`src/rtl/approx_mult_error_monitor.sv`:
```
// Error-statistics monitor for a WIDTH x WIDTH approximate multiplier: two-stage pipeline
// (operand/exact-product register, then stats update) over a programmable sample window.
module approx_mult_error_monitor #(
    parameter int WIDTH = 4,
    parameter int CNT_W = 16,
    parameter int ACC_W = 24
) (
    input  logic               clk,
    input  logic               rst,
    input  logic               start_in,
    input  logic [CNT_W-1:0]   window_len_in,
    input  logic               valid_in,
    output logic               ready_out,
    input  logic [WIDTH-1:0]   m_in,
    input  logic [WIDTH-1:0]   n_in,
    input  logic [2*WIDTH-1:0] approx_in,
    output logic               busy_out,
    output logic               done_out,
    output logic [CNT_W-1:0]   sample_cnt_out,
    output logic [CNT_W-1:0]   err_cnt_out,
    output logic [ACC_W-1:0]   sum_ed_out,
    output logic [2*WIDTH-1:0] max_ed_out,
    output logic [WIDTH-1:0]   max_m_out,
    output logic [WIDTH-1:0]   max_n_out
);
    localparam int PW = 2 * WIDTH;
    localparam int SW = ACC_W + 1;

    typedef enum logic [1:0] {IDLE, RUN, DRAIN, DONE} state_t;

    state_t             state_q, state_d;
    logic [CNT_W-1:0]   win_len_q, acc_cnt_q;
    logic               s1_vld_q;
    logic [WIDTH-1:0]   s1_m_q, s1_n_q;
    logic [PW-1:0]      s1_approx_q, s1_exact_q;
    logic [CNT_W-1:0]   sample_cnt_q, err_cnt_q;
    logic [ACC_W-1:0]   sum_ed_q;
    logic [PW-1:0]      max_ed_q;
    logic [WIDTH-1:0]   max_m_q, max_n_q;

    logic               accept, last_accept, start_acc;
    logic [PW-1:0]      exact_w, ed;
    logic [SW-1:0]      sum_ext;
    logic [ACC_W-1:0]   sum_sat;

    assign start_acc   = start_in && (state_q == IDLE);
    assign accept      = valid_in && (state_q == RUN);
    assign last_accept = accept && ((acc_cnt_q + CNT_W'(1)) == win_len_q);
    assign exact_w     = PW'(m_in) * PW'(n_in);

    assign ed      = (s1_exact_q >= s1_approx_q) ? (s1_exact_q - s1_approx_q)
                                                 : (s1_approx_q - s1_exact_q);
    assign sum_ext = {1'b0, sum_ed_q} + SW'(ed);
    // Carry out of the accumulator means we clamp at all-ones and stay there.
    assign sum_sat = sum_ext[ACC_W] ? {ACC_W{1'b1}} : sum_ext[ACC_W-1:0];

    always_ff @(posedge clk) begin
        if (rst) begin
            state_q <= IDLE;
        end else begin
            state_q <= state_d;
        end
    end

    always_comb begin
        state_d = state_q;
        case (state_q)
            IDLE:    if (start_in) state_d = (window_len_in == '0) ? DONE : RUN;
            RUN:     if (last_accept) state_d = DRAIN;
            DRAIN:   if (!s1_vld_q) state_d = DONE;
            DONE:    state_d = IDLE;
            default: state_d = IDLE;
        endcase
    end

    always_comb begin
        ready_out = (state_q == RUN);
        busy_out  = (state_q == RUN) || (state_q == DRAIN);
        done_out  = (state_q == DONE);
    end

    always_ff @(posedge clk) begin
        if (rst) begin
            win_len_q   <= '0;
            acc_cnt_q   <= '0;
            s1_vld_q    <= 1'b0;
            s1_m_q      <= '0;
            s1_n_q      <= '0;
            s1_approx_q <= '0;
            s1_exact_q  <= '0;
        end else begin
            s1_vld_q <= accept;
            if (start_acc) begin
                win_len_q <= window_len_in;
                acc_cnt_q <= '0;
            end else if (accept) begin
                acc_cnt_q <= acc_cnt_q + CNT_W'(1);
            end
            if (accept) begin
                s1_m_q      <= m_in;
                s1_n_q      <= n_in;
                s1_approx_q <= approx_in;
                s1_exact_q  <= exact_w;
            end
        end
    end

    // Stage 2: fold the registered sample into the window statistics.
    always_ff @(posedge clk) begin
        if (rst || start_acc) begin
            sample_cnt_q <= '0;
            err_cnt_q    <= '0;
            sum_ed_q     <= '0;
            max_ed_q     <= '0;
            max_m_q      <= '0;
            max_n_q      <= '0;
        end else if (s1_vld_q) begin
            sample_cnt_q <= sample_cnt_q + CNT_W'(1);
            err_cnt_q    <= err_cnt_q + CNT_W'(ed != '0);
            sum_ed_q     <= sum_sat;
            if (ed > max_ed_q) begin
                max_ed_q <= ed;
                max_m_q  <= s1_m_q;
                max_n_q  <= s1_n_q;
            end
        end
    end

    assign sample_cnt_out = sample_cnt_q;
    assign err_cnt_out    = err_cnt_q;
    assign sum_ed_out     = sum_ed_q;
    assign max_ed_out     = max_ed_q;
    assign max_m_out      = max_m_q;
    assign max_n_out      = max_n_q;

endmodule
```
`config.mk`:
```
export PLATFORM = sky130hd
export DESIGN_NAME = approx_mult_error_monitor
export DESIGN_NICKNAME = d
export VERILOG_FILES = /design/src/rtl/approx_mult_error_monitor.sv
export SDC_FILE = /design/constraint.sdc
export NUM_CORES = 1
export LEC_CHECK = 0
export CORE_MARGIN = 2
export CORE_UTILIZATION = 35
export CTS_BUF_LIST = sky130_fd_sc_hd__clkbuf_2
export DETAILED_ROUTE_END_ITERATION = 10
export PLACE_DENSITY_LB_ADDON = 0.3
export SLEW_MARGIN = 20
export SYNTH_ARGS = -nofsm -noshare
export SYNTH_HDL_FRONTEND = slang
export SYNTH_SLANG_ARGS = --single-unit
```
`constraint.sdc`:
```
create_clock -name clk -period 5 [get_ports clk]
set_clock_uncertainty 0.05 [all_clocks]
set_input_delay 0.5 -clock clk [delete_from_list [all_inputs] [get_ports clk]]
set_output_delay 0.5 -clock clk [all_outputs]
set_load 0.01 [all_outputs]
```
==> impl_metrics.ini, run 1 <==
[outcome]
status = complete, no violations

[synthesis]
synth_edf_count = 0
synth_top_family_by_area = simple AND/OR/NAND/NOR gates
avgSynthCellArea_um2 = 8.16
ys_ff_latch = 131
synth_fa_ha_area_share_pct = 10.7
ys.flop_type = dfxtp_1
async_flop_share_pct = 0
synth_compound_area_share_pct = 14.1
synth_nets = 998
synthXorXnorAreaFrac_pct = 9.39
synth_cell_type_count = 56
synthMuxAreaShare_pct = 2.89
ys_seq_area_share_pct = 35.6
synthSimpleGateAreaFrac_pct = 22.5
syn_inst = 903
yosys_warnings = 0
synth.cell_area_um2 = 7370

[power]
seq_power_share_pct = 35.4
ir_worst_vdd_uv = 338
power.density_nw_per_um2 = 375
p_leak_nw = 3.18
p_sw_share_pct = 40.6
p_comb_share_pct = 46.4
p_int_mw = 1.99
p_sw_mw = 1.36
clockPowerShare_pct = 18.2

[finish]
instances_no_fill = 1286
multi_input_area_um2 = 4400
final_common_cell = dfxtp_1
syn_to_final_growth_pct = 21.2
fin_area_um2 = 8930
final_core_util_pct = 42.9
final-seq-area_um2 = 2620
layout-drive-gt1-share_pct = 4.46
final_cell_mix = 131 x dfxtp_1, 124 x nand2_1, 110 x clkdlybuf4s50_1, 91 x nor2_1, 82 x a21oi_1
fillers = 2109
nNetsFinal = 1095

[hold_path]
hold_path_class = input pin to register
whs_endpoint = s1_approx_q[1]
hold_path_depth = 3
min_from = approx_in[1]

[routing]
via_count = 6419
drc = 0
wl_mm = 17.4
vias_per_cell = 4.99
antenna_left = 0
first_iter_violations = 362
drtPass1Iterations = 5
wl_per_cell_um = 13.5

[global_routing]
grt_pass1_wl_mm = 28.8
gr-total-overflow = 0
grt_pass1_vias = 5976
busiest_layer = met2
use_met2_pct = 25.1
track_usage_pct = 16.0
antenna_found_initial = 1
use_met3_pct = 3.18
grt_max_degree = 89
met1_usage_pct = 21.8

[setup_path]
cp_common_cell = inv_1
criticalPathCategory = register to register
worst_ep_required_time_ns = 5.52
endpoint_kind = register
crit_fanout = 13
cpMaxStageDelayCell = a21oi_1
path_buf_inv = 4
r2r_end = sum_ed_out[7]
worstPathCellList = inv_1, ha_1, inv_1, fa_1, nand3_1, nand2_1, o21ai_0, nand2_1, mux2_2, inv_1, fa_1, nor2b_1, o21a_1, o21ai_0, a21oi_1, o2111ai_1, buf_4, a311oi_1
rrSetupSlack_ns = 0.46
arrival_ns = 5.05
cp_slowest_stage_delay_ns = 0.47
startpoint_type = register
crit-reg2reg-launch = s1_exact_q[0]
cp_top_family = compound AO/OA/AOI/OAI gates
rr_worst_depth = 18

[timing]
setup_viol = 0
final_hold_viol_count = 0
fmax_mhz = 220
report.final.slew_viol_count = 0
rsz0062_at_grt = no
fin_crit_ns = 4.54
slew_headroom_pct = 31.1
finalCritPeriodShare_pct = 90.7
worstMarginPinSlew_ns = 1.03
setup_tns_ns = 0

[cts]
cts_buffer_depth = 2
clkLatencyLatePin_ns = 0.68
cts_setup_buffers = 0
clock-sinks = 131
path_clk_slew_ns = 0.18
htreeDepth = 4
cts_tree = done
ctsResizeCount = 0
ctsHoldBuffers = 0
numCtsBuffers = 17
cts_root_buffer = clkbuf_2

[floorplan]
core_area_um2 = 20800
die-height_um = 149
fp.dieArea_um2 = 22200
num_io_pins = 111
num_rows = 53
dieWidth_um = 149
initial_utilization_pct = 35.4

[placement]
dp.cells = 1256
placed_area_um2 = 8720
portBuffers = 110
hpwlAfterDp_mm = 12.5
gp_congestion = 0.880

[run]
cap_violations = 0
[cell usage after synthesis, types with 2 or more instances]
cell type	n	area, um2
a211oi_1	9	67.6
a211oi_2	2	25.0
a21o_1	7	52.6
a21oi_1	83	415
a221oi_1	2	17.5
a31oi_1	6	37.5
a41oi_1	2	17.5
and2_1	11	68.8
and3_1	11	68.8
and4_1	6	52.6
buf_1	2	7.51
buf_2	2	10.0
clkbuf_1	34	128
dfxtp_1	131	2620
fa_1	7	140
ha_1	52	651
inv_1	53	199
mux2_2	2	22.5
mux2i_1	19	190
nand2_1	124	465
nand2b_1	5	31.3
nand3_1	28	140
nand3b_1	3	22.5
nand4_1	20	125
nor2_1	91	342
nor2b_1	7	43.8
nor3_1	15	75.1
nor3b_1	2	15.0
nor4_1	6	37.5
o2111ai_1	2	17.5
o211ai_1	7	52.6
o21a_1	12	90.1
o21ai_0	27	135
o21bai_1	3	22.5
o22ai_1	3	18.8
or3_1	9	56.3
or4_1	2	15.0
xnor2_1	38	333
xor2_1	41	359
[state kept, by name, summed over array words and instances (netlist names)]
register / cells
max_ed_out: 8
win_len_q: 16
max_n_out: 4
sum_ed_out: 24
s1_vld_q: 1
err_cnt_out: 16
acc_cnt_q: 16
max_m_out: 4
s1_exact_q: 8
state_q: 2
sample_cnt_out: 16
s1_approx_q: 8
s1_n_q: 4
s1_m_q: 4
[metrics by stage]
stage | hold WS (ns) | worst slack [ns] | total power [mW]
floorplan | 0.386 | 1.12 | 2.35
global route | 0.217 | 0.0119 | 3.64
finish | 0.300 | 0.464 | 3.35
detailed placement | 0.400 | 0.584 | 2.76
global placement | 0.395 | 0.728 | 2.75
CTS | 0.200 | 0.491 | 3.39
[how the worst max path moves through the flow]
stage / cells past startpoint / startpoint / end
2_1_floorplan: 18 / s1_exact_q[0] / sum_ed_out[0]
3_3_place_gp: 18 / s1_exact_q[0] / sum_ed_out[7]
3_5_place_dp: 18 / s1_exact_q[0] / sum_ed_out[7]
4_1_cts: 18 / s1_exact_q[0] / sum_ed_out[7]
5_1_grt: 16 / s1_approx_q[1] / sum_ed_out[7]
6_report: 18 / s1_exact_q[0] / sum_ed_out[7]
[routing by layer]
metal | routed length (um) | vias to the layer above
met2 | 7800 | 125
met3 | 657 | 20
met4 | 261 | 0
met1 | 8700 | 2983
met5 | 0 | -
li1 | - | 3291
[area by class of cell]
class	instances	share of cell area, %
flip-flops and latches	131	29.4
multi-input cells	680	49.3
diodes	1	0.0280
clock buffers	18	1.01
inverters	53	2.23
repair buffers	117	12.9
well taps	275	3.85
clock inverters	11	1.29
[worst register-to-register path, cell delays in order (launching register included)]
cell,delay [ns]
dfxtp_1,0.36
inv_1,0.06
ha_1,0.15
inv_1,0.06
fa_1,0.42
nand3_1,0.09
nand2_1,0.13
o21ai_0,0.37
nand2_1,0.20
mux2_2,0.33
inv_1,0.09
fa_1,0.40
nor2b_1,0.15
o21a_1,0.14
o21ai_0,0.12
a21oi_1,0.47
o2111ai_1,0.31
buf_4,0.28
a311oi_1,0.26
[power by group through the flow]
stage	registers, mW	logic, mW	clock network, mW
global placement	1.21	1.55	0
CTS	1.19	1.56	0.644
floorplan	1.19	1.16	0
detailed placement	1.21	1.55	0
finish	1.19	1.55	0.610
global route	1.20	1.76	0.682
[cells by family (layout without fill, tap and decap cells)]
logic type	count (synthesis)	count (layout)
AOI/OAI and AO/OA	173	173
xor gates and xnor gates	79	79
adders and majority gates	59	59
buffers and inverters	92	199
DFF	131	131
muxes	21	21
other	0	1
and+or+nand+nor	348	348
No activity file was read; power rests on OpenSTA's default activity.
==> inputs of run 2 (changes only) <==
Settings changed: PLACE_DENSITY from default to 0.64, PLACE_DENSITY_LB_ADDON 0.3 to default.
==> impl_metrics.ini, run 2 (same netlist as run 1, synthesis figures left out) <==
[cts]
numCtsBuffers = 17
clock-sinks = 131
cts_buffer_depth = 2
cts_root_buffer = clkbuf_2
cts_tree = done
htreeDepth = 4
path_clk_slew_ns = 0.19
clkLatencyLatePin_ns = 0.68

[power]
p_total_mw = 3.32
p_sw_mw = 1.33
p_int_mw = 1.99
clockPowerShare_pct = 17.9
p_comb_share_pct = 46.4
ir_worst_vdd_uv = 305
power.density_nw_per_um2 = 372
p_sw_share_pct = 40.1
p_leak_nw = 3.18
seq_power_share_pct = 35.7

[floorplan]
die-height_um = 149
core_area_um2 = 20800
fp.dieArea_um2 = 22200
num_rows = 53
initial_utilization_pct = 35.4
num_io_pins = 111
dieWidth_um = 149

[finish]
syn_to_final_growth_pct = 21.0
final_cell_mix = 131 x dfxtp_1, 124 x nand2_1, 110 x clkdlybuf4s50_1, 91 x nor2_1, 81 x a21oi_1
fillers = 2161
largest_reg_flops = 24
layout-drive-gt1-share_pct = 4.16
final_common_cell = dfxtp_1
nNetsFinal = 1094
fin_area_um2 = 8910
instances_no_fill = 1285

[setup_path]
rr_worst_depth = 19
worstSetupStartpoint = s1_exact_q[0]
startpoint_type = register
path_buf_inv = 4
cp_common_cell = inv_1
rrSetupSlack_ns = 0.55
r2r_end = sum_ed_out[19]
arrival_ns = 4.99
worst-path-stages = 19
crit_end = sum_ed_out[19]
crit_fanout = 17
criticalPathCategory = register to register
crit-reg2reg-launch = s1_exact_q[0]
cp_top_family = compound AO/OA/AOI/OAI gates
cpMaxStageDelayCell = fa_1
worstPathCellList = inv_1, ha_1, inv_1, fa_1, nand3_1, nand2_1, o21ai_0, nand2_1, mux2_2, inv_1, fa_1, nor2b_1, o21a_1, o21ai_0, a21oi_2, o2111ai_1, buf_4, and4_1, a211oi_1
cp_slowest_stage_delay_ns = 0.43
worst_ep_required_time_ns = 5.54
endpoint_kind = register

[routing]
drc = 0
drtPass1Iterations = 4
first_iter_violations = 232
wl_mm = 17.4
via_count = 6402
antenna_left = 0
wl_per_cell_um = 13.5
vias_per_cell = 4.98

[global_routing]
grt_pass1_wl_mm = 28.7
antenna_found_initial = 1
grt_pass1_vias = 6037
grt_max_degree = 89
track_usage_pct = 15.9
gr-total-overflow = 0

[outcome]
status = complete, no violations

[placement]
gp_congestion = 0.866
hpwlAfterDp_mm = 12.4
dp.cells = 1255
portBuffers = 110
placed_area_um2 = 8720

[timing]
finalCritPeriodShare_pct = 89.0
setup_tns_ns = 0
setup_viol = 0
worstMarginPinSlew_ns = 1.05
fmax_mhz = 225
slew_headroom_pct = 30.1
final_hold_viol_count = 0
fin_crit_ns = 4.45
rsz0062_at_grt = no
report.final.slew_viol_count = 0

[run]
cap_violations = 0

[hold_path]
hold_path_class = input pin to register
-- run 2: changes by cell type in the layout (fill, tap and decap cells not counted), sizes merged --
cell,delta
inv,-1
clkinvlp,-2
clkinv,+2
buf,-1
clkbuf,+1
-- run 2: worst register-to-register path, cell delays in order, from the launching register on --
cell,delay [ns]
dfxtp_1,0.36
inv_1,0.05
ha_1,0.16
inv_1,0.05
fa_1,0.43
nand3_1,0.09
nand2_1,0.13
o21ai_0,0.33
nand2_1,0.20
mux2_2,0.32
inv_1,0.07
fa_1,0.40
nor2b_1,0.15
o21a_1,0.14
o21ai_0,0.14
a21oi_2,0.34
o2111ai_1,0.24
buf_4,0.28
and4_1,0.20
a211oi_1,0.20
-- run 2: area by class of cell --
type                    instances  area, um2  share of cell area, %
repair buffers                116       1150                   12.9
clock inverters                10       93.8                   1.05
clock buffers                  19       95.1                   1.07
diodes                          1       2.50                 0.0281
multi-input cells             680       4410                   49.5
well taps                     275        344                   3.86
flip-flops and latches        131       2620                   29.4
inverters                      53        199                   2.23
-- run 2: stage by stage --
stage / hold WS, ns / worst slack (ns) / utilization, %
floorplan: 0.386 / 1.12 / -
global placement: 0.394 / 0.601 / 41.9
detailed placement: 0.399 / 0.447 / 41.9
CTS: 0.184 / 0.373 / 42.8
global route: 0.209 / 0.0782 / 42.8
finish: 0.289 / 0.548 / 42.8
-- run 2: repair_timing --
item,CTS,global route
endpoints found under the setup margin,0,1
hold buffers,0,0
gates resized for setup,0,1
setup buffers,0,0
-- run 2: routing by layer --
layer  vias to the layer above  GRT usage, %  part of all wire [%]
met5                         -             0                     0
met1                      2962          21.3                    49
li1                       3283             -                     -
met3                        19          3.33                   4.4
met2                       138          25.5                    45
met4                         0          5.33                   1.7
-- run 2: worst min-delay path by stage --
stage	startpoint	endpoint	depth (start not counted)
global route	approx_in[0]	s1_approx_q[0]	3
detailed placement	s1_n_q[0]	s1_n_q[0]	2
global placement	s1_m_q[1]	s1_m_q[1]	2
floorplan	s1_exact_q[7]	s1_exact_q[7]	2
CTS	approx_in[6]	s1_approx_q[6]	3
finish	approx_in[0]	s1_approx_q[0]	3
-- run 2: power groups by stage --
stage | Sequential, mW | Combinational, mW | Clock [mW]
2_1_floorplan | 1.19 | 1.16 | 0
3_3_place_gp | 1.20 | 1.53 | 0
6_report | 1.18 | 1.54 | 0.595
4_1_cts | 1.19 | 1.55 | 0.627
5_1_grt | 1.20 | 1.74 | 0.662
3_5_place_dp | 1.21 | 1.54 | 0
==> inputs of run 3 (changes only) <==
Settings changed: GPL_ROUTABILITY_DRIVEN from default to 0.
==> results of run 3 <==
Final layout, timing and power as in run 2 (identical DEF).
